<file path="config.mk">
export PLATFORM = sky130hd
export DESIGN_NAME = conv_par_ser
export DESIGN_NICKNAME = d
export VERILOG_FILES = /design/src/rtl/conv_par_ser.sv
export SDC_FILE = /design/constraint.sdc
export NUM_CORES = 1
export LEC_CHECK = 0
export CELL_PAD_IN_SITES_DETAIL_PLACEMENT = 1
export CELL_PAD_IN_SITES_GLOBAL_PLACEMENT = 1
export CORE_ASPECT_RATIO = 1.25
export CORE_MARGIN = 2
export CORE_UTILIZATION = 30
export DETAILED_ROUTE_END_ITERATION = 8
export PLACE_DENSITY_LB_ADDON = 0.1
export REMOVE_ABC_BUFFERS = 1
export SYNTH_ARGS = -nofsm -noshare
export SYNTH_HDL_FRONTEND = slang
export SYNTH_SLANG_ARGS = --single-unit
</file>
<file path="constraint.sdc">
create_clock -name clk -period 1.9 [get_ports clk]
set_input_delay 0.38 -clock clk [delete_from_list [all_inputs] [get_ports clk]]
set_output_delay 0.38 -clock clk [all_outputs]
set_load 0.005 [all_outputs]
</file>
<file path="src/rtl/conv_par_ser.sv">
// conv_par_ser: byte-wide parallel to serial transmitter, start bit + 8 data bits MSB first + STOP_BITS stop bits.
// A one-entry holding register lets the next byte queue while the current frame shifts out.
module conv_par_ser #(
    parameter int STOP_BITS = 1
) (
    input  logic       clk,
    input  logic       rst_n,
    input  logic [7:0] d,
    input  logic       load,
    output logic       out,
    output logic       ready,
    output logic       busy,
    output logic       done
);
    typedef enum logic [1:0] {IDLE, START, DATA, STOP} state_t;
    localparam logic [1:0] LAST_STOP = 2'(STOP_BITS - 1);
    state_t     state_q, state_d;
    logic [7:0] hold_q, hold_d;
    logic       hold_valid_q, hold_valid_d;
    logic [7:0] shift_q, shift_d;
    logic [2:0] bit_cnt_q, bit_cnt_d;
    logic [1:0] stop_cnt_q, stop_cnt_d;
    logic       done_q, done_d;
    always_comb begin
        state_d      = state_q;
        hold_d       = hold_q;
        hold_valid_d = hold_valid_q;
        shift_d      = shift_q;
        bit_cnt_d    = bit_cnt_q;
        stop_cnt_d   = stop_cnt_q;
        done_d       = 1'b0;
        if (load && !hold_valid_q) begin
            hold_d       = d;
            hold_valid_d = 1'b1;
        end
        case (state_q)
            IDLE: if (hold_valid_q) begin
                shift_d      = hold_q;
                hold_valid_d = 1'b0;
                state_d      = START;
            end
            START: begin
                state_d   = DATA;
                bit_cnt_d = 3'd0;
            end
            DATA: begin
                shift_d   = {shift_q[6:0], 1'b0};
                bit_cnt_d = bit_cnt_q + 3'd1;
                if (bit_cnt_q == 3'd7) begin
                    state_d    = STOP;
                    stop_cnt_d = 2'd0;
                end
            end
            STOP: if (stop_cnt_q == LAST_STOP) begin
                done_d = 1'b1;
                // Reload straight into START so queued frames leave no idle gap
                if (hold_valid_q) begin
                    shift_d      = hold_q;
                    hold_valid_d = 1'b0;
                    state_d      = START;
                end else begin
                    state_d = IDLE;
                end
            end else begin
                stop_cnt_d = stop_cnt_q + 2'd1;
            end
            default: state_d = IDLE;
        endcase
    end
    always_ff @(posedge clk) begin
        if (!rst_n) begin
            state_q      <= IDLE;
            hold_q       <= 8'd0;
            hold_valid_q <= 1'b0;
            shift_q      <= 8'd0;
            bit_cnt_q    <= 3'd0;
            stop_cnt_q   <= 2'd0;
            done_q       <= 1'b0;
        end else begin
            state_q      <= state_d;
            hold_q       <= hold_d;
            hold_valid_q <= hold_valid_d;
            shift_q      <= shift_d;
            bit_cnt_q    <= bit_cnt_d;
            stop_cnt_q   <= stop_cnt_d;
            done_q       <= done_d;
        end
    end
    assign out   = (state_q == START) ? 1'b0 : (state_q == DATA) ? shift_q[7] : 1'b1;
    assign ready = !hold_valid_q;
    assign busy  = state_q != IDLE;
    assign done  = done_q;
endmodule

</file>
======== Word-level counts from Yosys, hierarchy flattened ========
Cells that the tools add are included.
W data, S select, Z words.
cells by class
  reductions and logical operators ........ 12
  mux-type cells .......................... 19
  equality and inequality tests ........... 8
  $add $sub $neg .......................... 2
operators by type and width
  cell                   number
  $pmux W8 S3            1
  $mux W8                2
  $mux W2                5
  $ne A2 B2 Y1 const B   4
  $pmux W2 S4            1
  $mux W1                7
  $pmux W3 S2            1
  $reduce_and A3 Y1      2
  $reduce_bool A2 Y1     3
  $eq A2 B2 Y1 const B   2
  $logic_not A2 Y1       2
  $pmux W2 S2            1
  $reduce_and A2 Y1      2
  $add A3 B1 Y3 const B  1
  $eq A3 B3 Y1 const B   1
  $reduce_bool A3 Y1     1
  $add A2 B1 Y2 const B  1
  $eq A2 B1 Y1 const B   1
  $pmux W1 S2            1
  $logic_and A1 B1 Y1    1
  $logic_not A1 Y1       1
word-level totals
  bits in registers ....................... 25
  input port bits ......................... 11
  logic and storage cells ................. 48

======== Logic depth before layout (Yosys ltp) ========
  depth in word-level cells ............... 6
  gate-level depth with buffers ........... 8
  mapped depth without buffers ............ 5

======== Worst setup path before layout ========
Ideal clock, no wire load.
  kind .................................... register -> register
  from .................................... register state_q[0]
  to ...................................... register shift_q[1]
  arrival ................................. 1.548 ns
  path buffers ............................ 3
  data required time ...................... 1.784 ns
  cell stages (with the launch flop) ...... 9
  setup slack ............................. 0.235 ns
  cells stage by stage .................... dfxtp_1 > inv_1 > ha_1 > buf_6 > o21ba_1 > buf_6 > and2_4 > buf_6 > o211a_1
between the ends
  cells in the longest elaborated chain, start to end .. 3
  elaborated cells between the ends (all ways) .. 7
ends and longest elaborated chain
  what                                                                 RTL line  source
  start, declared                                                      17        state_t state_q, state_d;
  start signal, assigned                                               80        state_q <= state_d;
  $eq A2 B2 Y1 / $logic_not A2 Y1 (equally long branches)              36        case (state_q)
  $ne A2 B2 Y1 (no line) / $reduce_bool A3 Y1 (equally long branches)  --
  $reduce_and A2 Y1 (no line)                                          --
  end signal, assigned                                                 83        shift_q <= shift_d;
  end, declared                                                        20        logic [7:0] shift_q, shift_d;
Parallel ways exist; a longest one is shown, timed or not.
A chain may end at the register's enable or synchronous reset.

======== Worst setup path in the final report ========
  from .................................... register state_q[0]
  to ...................................... output busy
between the ends
  cells in the longest elaborated chain, start to end .. 1
ends and longest elaborated chain
  what                RTL line  source
  $reduce_bool A2 Y1  91        assign busy = state_q != IDLE;
  end, declared       12        output logic busy,
Every way passes these cells.

==> flow_summary.ini <==
[outcome]
status = finished, final reports clean

[worst_setup_path]
r2r_slack_ns = 0.16
worst_setup_path_start_kind = flip-flop
r2r_cells = 6
cp.arrival_ns = 1.47
crit_type = reg -> out
cp.required_ns = 1.52
crit_path_max_fanout = 5
end_kind = primary output

[clock_tree]
cts.sinks = 25
post_cts_buffers = 0
cts_tree = built
cts.clk_slew.worst_paths_ns = 0.08
ctsHtreeMaxLevel = 1
clk_path_buf_depth = 2
root_buffer = clkbuf_8
hold_buffers = 0
cts_buffers = 3
worstSkewPairLatency_ns = 0.26
cts_resized = 5

[detailed_routing]
totalWireLength_um = 2600
drt-initial-drc-count = 35
wire_per_inst_um = 13.1
drt_pass1_iterations = 4
antenna_left = 0
vias = 936
viasPerCell = 4.73
drc_errors = 0

[sta]
fin_ws_ns = 0.0461
finalClockSkew_ns = 0.00235
fmax_ghz = 0.539
min_period_ns = 1.85
fin_crit_sh = 0.976
rsz0062_at_grt = true
tightest_slew_ns = 0.340
hold_violations = 0
setup_viol = 0
tns_ns = 0
maxSlewViolCount = 0
maxSlewHeadroom = 0.773

[logic_synthesis]
yosys_warnings = 0
synth-seq-cells = 25
synth-simple-area-share = 0.179
synth.cell_area_sq_um = 1280
netlist-cell-type-count = 26
synth_top_family_by_area = simple AND/OR/NAND/NOR gates
async_flop_share = 0
ys_seq_area_frac = 0.390
netlist_instances = 129
synth-compound-area-share = 0.120
avgSynthCellArea_sq_um = 9.94
synth_mux_area_frac = 0.156
synth_edf_count = 0
synth-main-ff-cell = dfxtp_1
synthAdderAreaFrac = 0.0878
synthXorXnorAreaFrac = 0

[floorplan]
fp.dieW_um = 62.5
pin_count = 15
start_util = 0.313
row_count = 26
core_area_sq_um = 4100
chipHeight_um = 77.1
die_area_sq_um = 4820

[final_layout]
areaGrowthSynthToFinish_pct = 19.0
fillers = 480
finalNetCount = 163
post-route-cell-area_sq_um = 1530
final_core_util = 0.372
num_antenna_cells = 0
layout-drive-gt1-share = 0.0915

[global_route]
grt_pass1_wl_um = 4370
overflow = 0
grt_max_degree = 30
grt_pass1_vias = 979
grt.total_usage = 0.113
antenna_found_initial = 0

[flow_run]
max_cap_viol_count = 0

[placed_design]
gp_congestion = 0.713
dpl_cell_area_sq_um = 1460
place_ws_ns = 0.0922
hpwlAfterDp_um = 1870
portBuffers = 14

[pwr]
power.density_nw_per_um2 = 1250
power.leakage_nw = 0.653
vdd_drop_max_v = 0.000440
total_power_w = 0.00191

[hold_path]
worstHoldPathCells = 2
hp-class = reg -> reg
## synth_stat cells (2+ instances only)
master	count	area (sq um)
a21boi_0	2	15.0
a21oi_1	2	10.0
buf_2	2	10.0
buf_6	3	33.8
clkbuf_1	3	11.3
dfxtp_1	25	500
ha_1	9	113
inv_1	7	26.3
mux2i_1	20	200
nand2_1	6	22.5
nand2b_1	4	25.0
nand3_1	11	55.1
nor2_1	3	11.3
nor2b_1	13	81.3
o211a_1	7	70.1
o41ai_1	2	17.5
## layout make-up
| class | count | area (sq um) | area share |
|---|---|---|---|
| Clock buffer | 4 | 45.0 | 0.0295 |
| Sequential cell | 25 | 508 | 0.333 |
| Multi-Input combinational cell | 88 | 708 | 0.464 |
| Inverter | 7 | 26.3 | 0.0172 |
| Tap cell | 56 | 70.1 | 0.0459 |
| Timing Repair Buffer | 18 | 169 | 0.111 |
## cell families (layout without fill, tap and decap cells)
group / after synthesis / in the layout
AND/OR/NAND/NOR: 42 / 42
flip-flops: 25 / 25
multiplexers: 20 / 20
AO/OA/AOI/OAI: 17 / 17
buffers and inverters: 16 / 29
adder cells (fa/ha/maj): 9 / 9
## power by group
| part | leakage (nW) | switching [W] | internal (W) |
|---|---|---|---|
| clock | 0.0228 | 0.000159 | 0.000150 |
| sequential | 0.206 | 0.0000918 | 0.000659 |
| combinational | 0.425 | 0.000402 | 0.000448 |
## worst max-delay path, stage by stage (launching register included)
cell and delay [ns]:
dfxtp_4 0.38, inv_1 0.11, ha_4 0.20, inv_1 0.05
clkdlybuf4s50_1 0.49
## layer usage
metal,global-route usage,share of wire,vias up
li1,-,-,469
met1,0.128,0.45,446
met2,0.209,0.51,16
met3,0.0176,0.025,5
met4,0.0467,0.017,0
met5,0,0,-
## metrics by stage
step	hold WS, ns	std cells
after detailed placement	0.457	194
after floorplan	0.434	120
after global placement	0.444	194
after CTS	0.469	198
final	0.462	198
after global routing	0.493	198
## registers in the layout, indices dropped and copies added, names as in the netlist
name          cells
stop_cnt_q        2
state_q           2
hold_q            8
hold_valid_q      1
done              1
bit_cnt_q         3
shift_q           8
## worst paths after layout
path	startpoint	end
max	state_q[0]$_SDFFE_PN0P_	busy
min	stop_cnt_q[0]$_SDFFE_PN0P_	stop_cnt_q[0]$_SDFFE_PN0P_
max reg2reg	state_q[0]$_SDFFE_PN0P_	state_q[0]$_SDFFE_PN0P_
min reg2reg	stop_cnt_q[0]$_SDFFE_PN0P_	stop_cnt_q[0]$_SDFFE_PN0P_
## placed cells by master (no fill, tap or decap)
cell type        synthesis  layout
nand2b_1                 4       4
and3_1                   1       1
a211oi_2                 1       1
mux2i_1                 20      20
nor3_1                   1       1
o21ba_1                  1       1
o221a_2                  1       1
dlygate4sd2_1            0       1
nor2b_1                 13      13
o41ai_1                  2       2
o211a_1                  7       7
a21o_1                   1       1
nand3_1                 11      11
a21oi_1                  2       2
nand2_1                  6       6
ha_4                     0       1
inv_1                    7       7
clkdlybuf4s50_1          0      13
clkbuf_8                 0       3
nor2_1                   3       3
dfxtp_4                  0       2
nand3b_1                 1       1
ha_1                     9       8
buf_4                    0       4
and2_4                   1       1
clkbuf_1                 3       1
a21boi_0                 2       2
and2_1                   1       1
dfxtp_1                 25      23
Power figures use the tool's default switching activity.
